**config.mk**
```make
export PLATFORM = sky130hd
export DESIGN_NAME = hilo_div_seq
export DESIGN_NICKNAME = d
export VERILOG_FILES = /design/src/rtl/hilo_div_seq.sv
export SDC_FILE = /design/constraint.sdc
export NUM_CORES = 1
export LEC_CHECK = 0
export CAP_MARGIN = 10
export CORE_MARGIN = 3
export CORE_UTILIZATION = 45
export DETAILED_ROUTE_END_ITERATION = 8
export GPL_TIMING_DRIVEN = 0
export MAX_ROUTING_LAYER = met4
export PLACE_DENSITY = 0.71
export SLEW_MARGIN = 20
export SYNTH_ARGS = -nofsm -noshare
export SYNTH_HDL_FRONTEND = slang
export SYNTH_SLANG_ARGS = --single-unit
export TNS_END_PERCENT = 10
```
**constraint.sdc**
```tcl
create_clock -name clk -period 7.6 [get_ports clk]
set_input_delay 2.28 -clock clk [delete_from_list [all_inputs] [get_ports clk]]
set_output_delay 2.28 -clock clk [all_outputs]
set_load 0.02 [all_outputs]
```
**src/rtl/hilo_div_seq.sv**
```systemverilog
// hilo_div_seq: multi-cycle restoring divider that sequences one HI/LO write per DIV/DIVU
module hilo_div_seq #(
    parameter int WIDTH = 32
) (
    input  logic             clk,
    input  logic             rst,
    input  logic             start_i,
    input  logic             signed_i,
    input  logic [WIDTH-1:0] opdata1_i,
    input  logic [WIDTH-1:0] opdata2_i,
    input  logic             annul_i,
    output logic             busy_o,
    output logic             done_o,
    output logic             hilo_we_o,
    output logic [WIDTH-1:0] hi_o,
    output logic [WIDTH-1:0] lo_o
);
    typedef enum logic [1:0] {IDLE, DIVZERO, RUN, DONE} state_t;
    localparam int CW = $clog2(WIDTH);
    localparam logic [CW-1:0] LAST = CW'(WIDTH - 1);
    state_t state, state_n;
    logic [CW-1:0] cnt;
    logic [WIDTH-1:0] rem, quo, dvs, quo_n, rem_n;
    logic [WIDTH:0] shifted, diff;
    logic qsign, rsign, neg1, neg2, accept, last;
    // State register
    always_ff @(posedge clk) begin
        if (rst) state <= IDLE;
        else state <= state_n;
    end
    // Next-state, status outputs and the combinational restoring step
    always_comb begin
        accept = state == IDLE && start_i && !annul_i;
        neg1 = signed_i & opdata1_i[WIDTH-1];
        neg2 = signed_i & opdata2_i[WIDTH-1];
        shifted = {rem, quo[WIDTH-1]};
        diff = shifted - {1'b0, dvs};
        quo_n = {quo[WIDTH-2:0], ~diff[WIDTH]};
        rem_n = diff[WIDTH] ? shifted[WIDTH-1:0] : diff[WIDTH-1:0];
        last = cnt == LAST;
        busy_o = state == DIVZERO || state == RUN;
        done_o = state == DONE;
        hilo_we_o = done_o;
        state_n = state;
        case (state)
            IDLE:    state_n = accept ? (opdata2_i == '0 ? DIVZERO : RUN) : IDLE;
            DIVZERO: state_n = annul_i ? IDLE : DONE;
            RUN:     state_n = annul_i ? IDLE : (last ? DONE : RUN);
            default: state_n = IDLE;
        endcase
    end
    // Operand capture, iteration, and sign-corrected result load on the way into DONE
    always_ff @(posedge clk) begin
        if (rst) begin
            cnt <= '0;
            rem <= '0;
            quo <= '0;
            dvs <= '0;
            qsign <= 1'b0;
            rsign <= 1'b0;
            hi_o <= '0;
            lo_o <= '0;
        end else begin
            if (accept) begin
                quo <= neg1 ? -opdata1_i : opdata1_i;
                dvs <= neg2 ? -opdata2_i : opdata2_i;
                rem <= '0;
                cnt <= '0;
                qsign <= neg1 ^ neg2;
                rsign <= neg1;
            end
            if (state == RUN) begin
                quo <= quo_n;
                rem <= rem_n;
                cnt <= cnt + 1'b1;
            end
            if (state == RUN && last && !annul_i) begin
                lo_o <= qsign ? -quo_n : quo_n;
                hi_o <= rsign ? -rem_n : rem_n;
            end
            if (state == DIVZERO && !annul_i) begin
                lo_o <= '0;
                hi_o <= '0;
            end
        end
    end
endmodule

```
==> impl_metrics.toml, run 1 <==
[synth]
synth_ff_type = "dfxtp_1"
synthArstFlopShare_pct = 0
ys_warn_count = 0
synth_nets = 1692
synth-edff-count = 0
synth_cells = 1580
avgSynthCellArea_um2 = 7.37
ys_ff_latch = 169
synth-seq-area-share_pct = 29.1
synth.distinct_cells = 78
syn-cell-area_um2 = 11600

[detailed_routing]
drc = 0
drtIter0Drc = 1362
postRouteAntennaNets = 0
vias_per_cell = 6.05
vias = 12500
wl_um = 41900
wl_per_cell_um = 20.2
firstDrtPassIters = 5

[sta]
relSlewSlack_pct = 38.6
setup_tns_ns = 0
fin_crit_ns = 7.15
fmax_mhz = 140
min_period_over_period_pct = 94.0
setup_viol = 0
rsz0062_at_grt = "no"
drv_slew = 0
worst_slew_pin_slew_ns = 0.913
skew_ns = 0.0105
finalHoldViolCount = 0
hold_slack_ns = 0.453

[place]
dp_cells = 2044
dp_hpwl_um = 32900
gp_congestion = 1.06
place_area_um2 = 13400
io_buffers = 134

[power]
leakagePower_nw = 5.12
irDropWorstVdd_mv = 0.142
p_per_area_nw_per_um2 = 180

[clock_network]
cts_root_buf = "clkbuf_16"
numClockSinks = 169
tritoncts = "done"
post-cts-setup-buffers = 0
cts_max_path_buffers = 2
clk_latency_ns = 0.44
path_clk_slew_ns = 0.07
cts_buffers = 17
htreeDepth = 4

[setup_path]
cp_max_fo = 10
crit_buf_inv = 6
critPathTopFamily = "simple AND/OR/NAND/NOR gates"
ff2ff_path_depth = 25
cpMostUsedCell = "buf_2"
cp-start-kind = "register"
cpMaxStageDelayCell = "or4b_2"
reg2reg_from = "quo[31]$_SDFFE_PP0P_"
cp-end-kind = "register"
cp-endpoint = "hi_o[22]$_SDFFE_PP0P_"
critical_path_arrival_ns = 7.51
slowest_delay_ns = 0.61
reg2reg_slack_ns = 0.45
cp.depth = 25
reg2reg_to = "hi_o[22]$_SDFFE_PP0P_"
crit_required_ns = 7.97
crit_type = "register to register"
cp-startpoint = "quo[31]$_SDFFE_PP0P_"

[run]
max-cap-violations = 0

[cells_and_area]
fin_util_pct = 55.2
final_common_cell = "nor2_1"
final_nets = 1844
design_area_um2 = 14000
antennaDiodeCount = 0
layout_common_cells = "242 x nor2_1, 169 x dfxtp_1, 157 x nand2_1"
drive_above_1_share_pct = 4.47
instances_no_fill = 2075
syn_to_final_growth_pct = 20.1

[status]
outcome = "finished clean"

[global_route]
grtUsageTotal_pct = 30.0
antenna_found_initial = 0
overflow = 0
grt_max_degree = 17
grt_pass1_wl_um = 65900
grt_pass1_vias = 11600

[floorplan]
core_um2 = 25300
io_pins = 136
rows = 58
die_area_um2 = 27800
dieWidth_um = 167
initial_core_util_pct = 46.0
die_y_um = 167

[hold_path]
hp-class = "register to register"
==> metrics by stage <==
stage,total power [mW],worst slack (ns)
after CTS,2.49,0.261
after global routing,2.61,0.169
after detailed placement,1.63,0.304
after global placement,1.62,0.318
final,2.51,0.453
after floorplan,1.40,2.13
==> worst register-to-register path, cell delays in order, from the launching register on <==
cell       delay (ns)
dfxtp_1          0.47
inv_1            0.08
ha_1             0.23
fa_1             0.41
nand2b_1         0.21
a21oi_1          0.38
o2111ai_2        0.23
nand3_2          0.16
a31oi_2          0.18
xnor2_4          0.27
inv_2            0.19
buf_2            0.33
buf_2            0.30
clkbuf_1         0.44
nor2_1           0.07
a21oi_1          0.31
ha_1             0.31
or4b_2           0.61
or2_2            0.34
nor2_1           0.16
mux2i_1          0.18
or4_1            0.43
buf_2            0.19
nor3_1           0.28
nand3_1          0.12
a31oi_1          0.18
==> routing by layer <==
metal | GRT usage [%] | share of wire [%] | vias up
met2 | 46.8 | 45 | 580
met1 | 41.0 | 45 | 5888
met3 | 4.27 | 7.9 | 82
met5 | - | 0 | -
met4 | 8.07 | 2.3 | 0
li1 | - | - | 5997
==> timing repair <==
item	CTS	global route
endpoints found under the setup margin	0	7
hold buffers	0	0
gates resized for setup	0	3
==> worst min path at each step <==
stage | from | to | slack (ns) | depth (start not counted)
after global placement | lo_o[25]$_SDFFE_PP0P_ | lo_o[25]$_SDFFE_PP0P_ | 0.44 | 2
after global routing | hi_o[9]$_SDFFE_PP0P_ | hi_o[9]$_SDFFE_PP0P_ | 0.47 | 2
after CTS | hi_o[9]$_SDFFE_PP0P_ | hi_o[9]$_SDFFE_PP0P_ | 0.45 | 2
final | hi_o[9]$_SDFFE_PP0P_ | hi_o[9]$_SDFFE_PP0P_ | 0.45 | 2
after floorplan | dvs[31]$_SDFFE_PP0P_ | dvs[31]$_SDFFE_PP0P_ | 0.43 | 2
after detailed placement | hi_o[9]$_SDFFE_PP0P_ | hi_o[9]$_SDFFE_PP0P_ | 0.44 | 2
==> final cells by class <==
class / count / area (um2)
flip-flops and latches: 169 / 3380
well taps: 330 / 413
clock inverters: 13 / 133
inverters: 55 / 206
clock buffers: 19 / 443
plain buffers: 92 / 363
multi-input cells: 1263 / 7700
fillers: 2441 / 11300
repair buffers: 134 / 1340
==> cell usage after synthesis (4+ instances only) <==
library cell  count  area, um2
nand2_1         157        589
o41ai_1          16        140
nor4_1           16        100
o21bai_1          4       30.0
dfxtp_1         169       3380
and3_1           30        188
inv_1            53        199
a31oi_1          19        119
a211oi_1         82        616
o31ai_1          19        143
clkbuf_1         74        278
or4_1            15        113
and4_1            4       35.0
nand2b_1         13       81.3
mux2i_1          20        200
a22oi_1           5       37.5
and2_1            9       56.3
xor2_1           78        683
o21ai_1           5       25.0
buf_2            10       50.1
ha_1             42        526
mux2_2            4       45.0
a311oi_1          8       70.1
a22o_1            5       43.8
nand3b_1          6       45.0
buf_1             8       30.0
nor3_1           39        195
o211ai_1         10       75.1
o21ai_0          78        390
a211o_1           4       35.0
a21oi_1         143        716
or2_2            10       62.6
nor2b_1          10       62.6
xnor2_1          42        368
or3_1            18        113
a21o_1            7       52.6
nor2_1          242        908
nand4_1          16        100
o21a_1            5       37.5
nand3_1          30        150
o2111ai_1         6       52.6
==> where the power goes <==
group	switching [mW]	total, mW	internal, mW
Sequential	0.0365	0.950	0.913
Combinational	0.442	0.683	0.241
Clock	0.408	0.878	0.470
Total	0.886	2.51	1.62
==> registers in the layout, indices dropped and copies added, names as in the netlist <==
register	count
rem	32
qsign	1
cnt	5
state	2
hi_o	32
rsign	1
quo	32
dvs	32
lo_o	32
==> cell families (layout without fill, tap and decap cells) <==
group | after synthesis | in the layout | share of synthesized area, %
fa+ha+maj | 43 | 43 | 4.69
mux | 25 | 25 | 2.24
buf+inv | 148 | 313 | 4.91
xor+xnor | 121 | 121 | 9.17
simple gates | 628 | 628 | 25.1
compound gates | 446 | 446 | 24.8
flops | 169 | 169 | 29.1
(Power assumes the default switching activity.)
==> run 2, diff against run 1 <==
Settings changed: DONT_BUFFER_PORTS from default to 1, PLACE_DENSITY 0.71 to 0.65, SKIP_CTS_REPAIR_TIMING from default to 1.
==> impl_metrics.toml, run 2 (synthesis gave the netlist of run 1 again) <==
[floorplan]
initial_core_util_pct = 46.0
io_pins = 136
core_um2 = 25300
rows = 58
die_y_um = 167
dieWidth_um = 167
die_area_um2 = 27800

[setup_path]
cp-start-kind = "register"
ff2ff_path_depth = 24
cp-startpoint = "quo[31]$_SDFFE_PP0P_"
path_cells = "inv_1, ha_1, fa_1, nand2b_1, a21oi_1, o2111ai_2, nand3_2, a31oi_2, xnor2_4, inv_2, buf_2, clkbuf_2, clkbuf_1, o21ai_0, inv_1, ha_1, or4b_2, or2_2, nor2_1, nand2_1, a2111oi_0, nand4_1, mux2_2, nand2_1"
cpMaxStageDelayCell = "a2111oi_0"
reg2reg_from = "quo[31]$_SDFFE_PP0P_"
crit_type = "register to register"
critical_path_arrival_ns = 7.70
cp_max_fo = 10
slowest_delay_ns = 0.76
crit_required_ns = 7.99
cp-end-kind = "register"

[place]
gp_congestion = 0.958
io_buffers = 0
dp_cells = 1910
dp_hpwl_um = 32300
pre_cts_ws_ns = 0.270

[power]
pwr-share-comb_pct = 25.6
power.total_mw = 2.47
leakagePower_nw = 4.62
internal_power_mw = 1.62
clkPwrFrac_pct = 36.0
swShare_pct = 34.3
irDropWorstVdd_mv = 0.159
p_per_area_nw_per_um2 = 195
p_sw_uw = 847
p_seq_share_pct = 38.5

[sta]
fmax_mhz = 137
finalHoldViolCount = 0
setup_slack_ns = 0.287
setup_viol = 0
skew_ns = 0.0110
drv_slew = 0
relSlewSlack_pct = 21.5
setup_tns_ns = 0
fin_crit_ns = 7.31
worst_slew_pin_slew_ns = 1.16
rsz0062_at_grt = "no"
min_period_over_period_pct = 96.2

[clock_network]
numClockSinks = 169
cts_root_buf = "clkbuf_16"
tritoncts = "done"
path_clk_slew_ns = 0.07
clk_latency_ns = 0.44
cts_max_path_buffers = 2
htreeDepth = 4
cts_buffers = 17

[global_route]
overflow = 0
grt_max_degree = 17
grt_pass1_wl_um = 62600
grtUsageTotal_pct = 29.1
grt_pass1_vias = 10700
antenna_found_initial = 0

[detailed_routing]
drc = 0
firstDrtPassIters = 5
postRouteAntennaNets = 0
vias_per_cell = 6.05
drtIter0Drc = 1166
wl_um = 40600
vias = 11700
wl_per_cell_um = 20.9

[cells_and_area]
drive_above_1_share_pct = 4.72
n_fill_cell = 2539
layout_common_cells = "242 x nor2_1, 169 x dfxtp_1, 157 x nand2_1"
instances_no_fill = 1941
fin_util_pct = 50.0
final_common_cell = "nor2_1"
final_nets = 1711
syn_to_final_growth_pct = 8.69
antennaDiodeCount = 0

[run]
max-cap-violations = 0

[hold_path]
hold_depth = 2
worstHoldStart = "dvs[31]$_SDFFE_PP0P_"
hp-class = "register to register"

[status]
outcome = "finished clean"
==> run 2: metal layers <==
layer  routed length [um]  share of wire, %  global-route usage, %
met4                  741               1.8                   6.56
met2                18300                45                   44.4
met5                    0                 0                      -
met1                18900                47                   40.4
met3                 2670               6.6                   5.06
==> run 2: per-stage QoR <==
stage               cell area (um2)  hold WS, ns
global placement              12100        0.441
CTS                           12600        0.461
finish                        12700        0.458
floorplan                     11600        0.432
global route                  12700        0.499
detailed placement            12100        0.454
==> run 2: worst paths after layout <==
check	end	slack, ns
max	hi_o[28]$_SDFFE_PP0P_	0.29
min	dvs[31]$_SDFFE_PP0P_	0.46
max reg2reg	hi_o[28]$_SDFFE_PP0P_	0.29
min reg2reg	dvs[31]$_SDFFE_PP0P_	0.46
==> run 2: power groups by stage <==
stage	clock network, mW	registers [mW]	logic (mW)
after floorplan	0	0.955	0.450
after global placement	0	0.967	0.611
after detailed placement	0	0.968	0.615
after CTS	0.890	0.948	0.618
after global routing	0.926	0.952	0.687
final	0.888	0.949	0.631
==> run 2: layout make-up <==
type	count	area [um2]	area share (%)
Buffer	93	367	2.90
Clock inverter	12	143	1.13
Tap cell	330	413	3.26
Inverter	55	206	1.63
Multi-Input combinational cell	1263	7700	60.8
Clock buffer	19	443	3.50
Sequential cell	169	3380	26.7
==> run 2: critical path, delay by kind of cell (launching register included) <==
family | cells | cell delay (ns)
simple gates | 8 | 1.82
fa+ha+maj | 3 | 0.89
flops | 1 | 0.50
compound gates | 5 | 1.95
mux | 1 | 0.32
buf+inv | 6 | 1.52
xor+xnor | 1 | 0.26
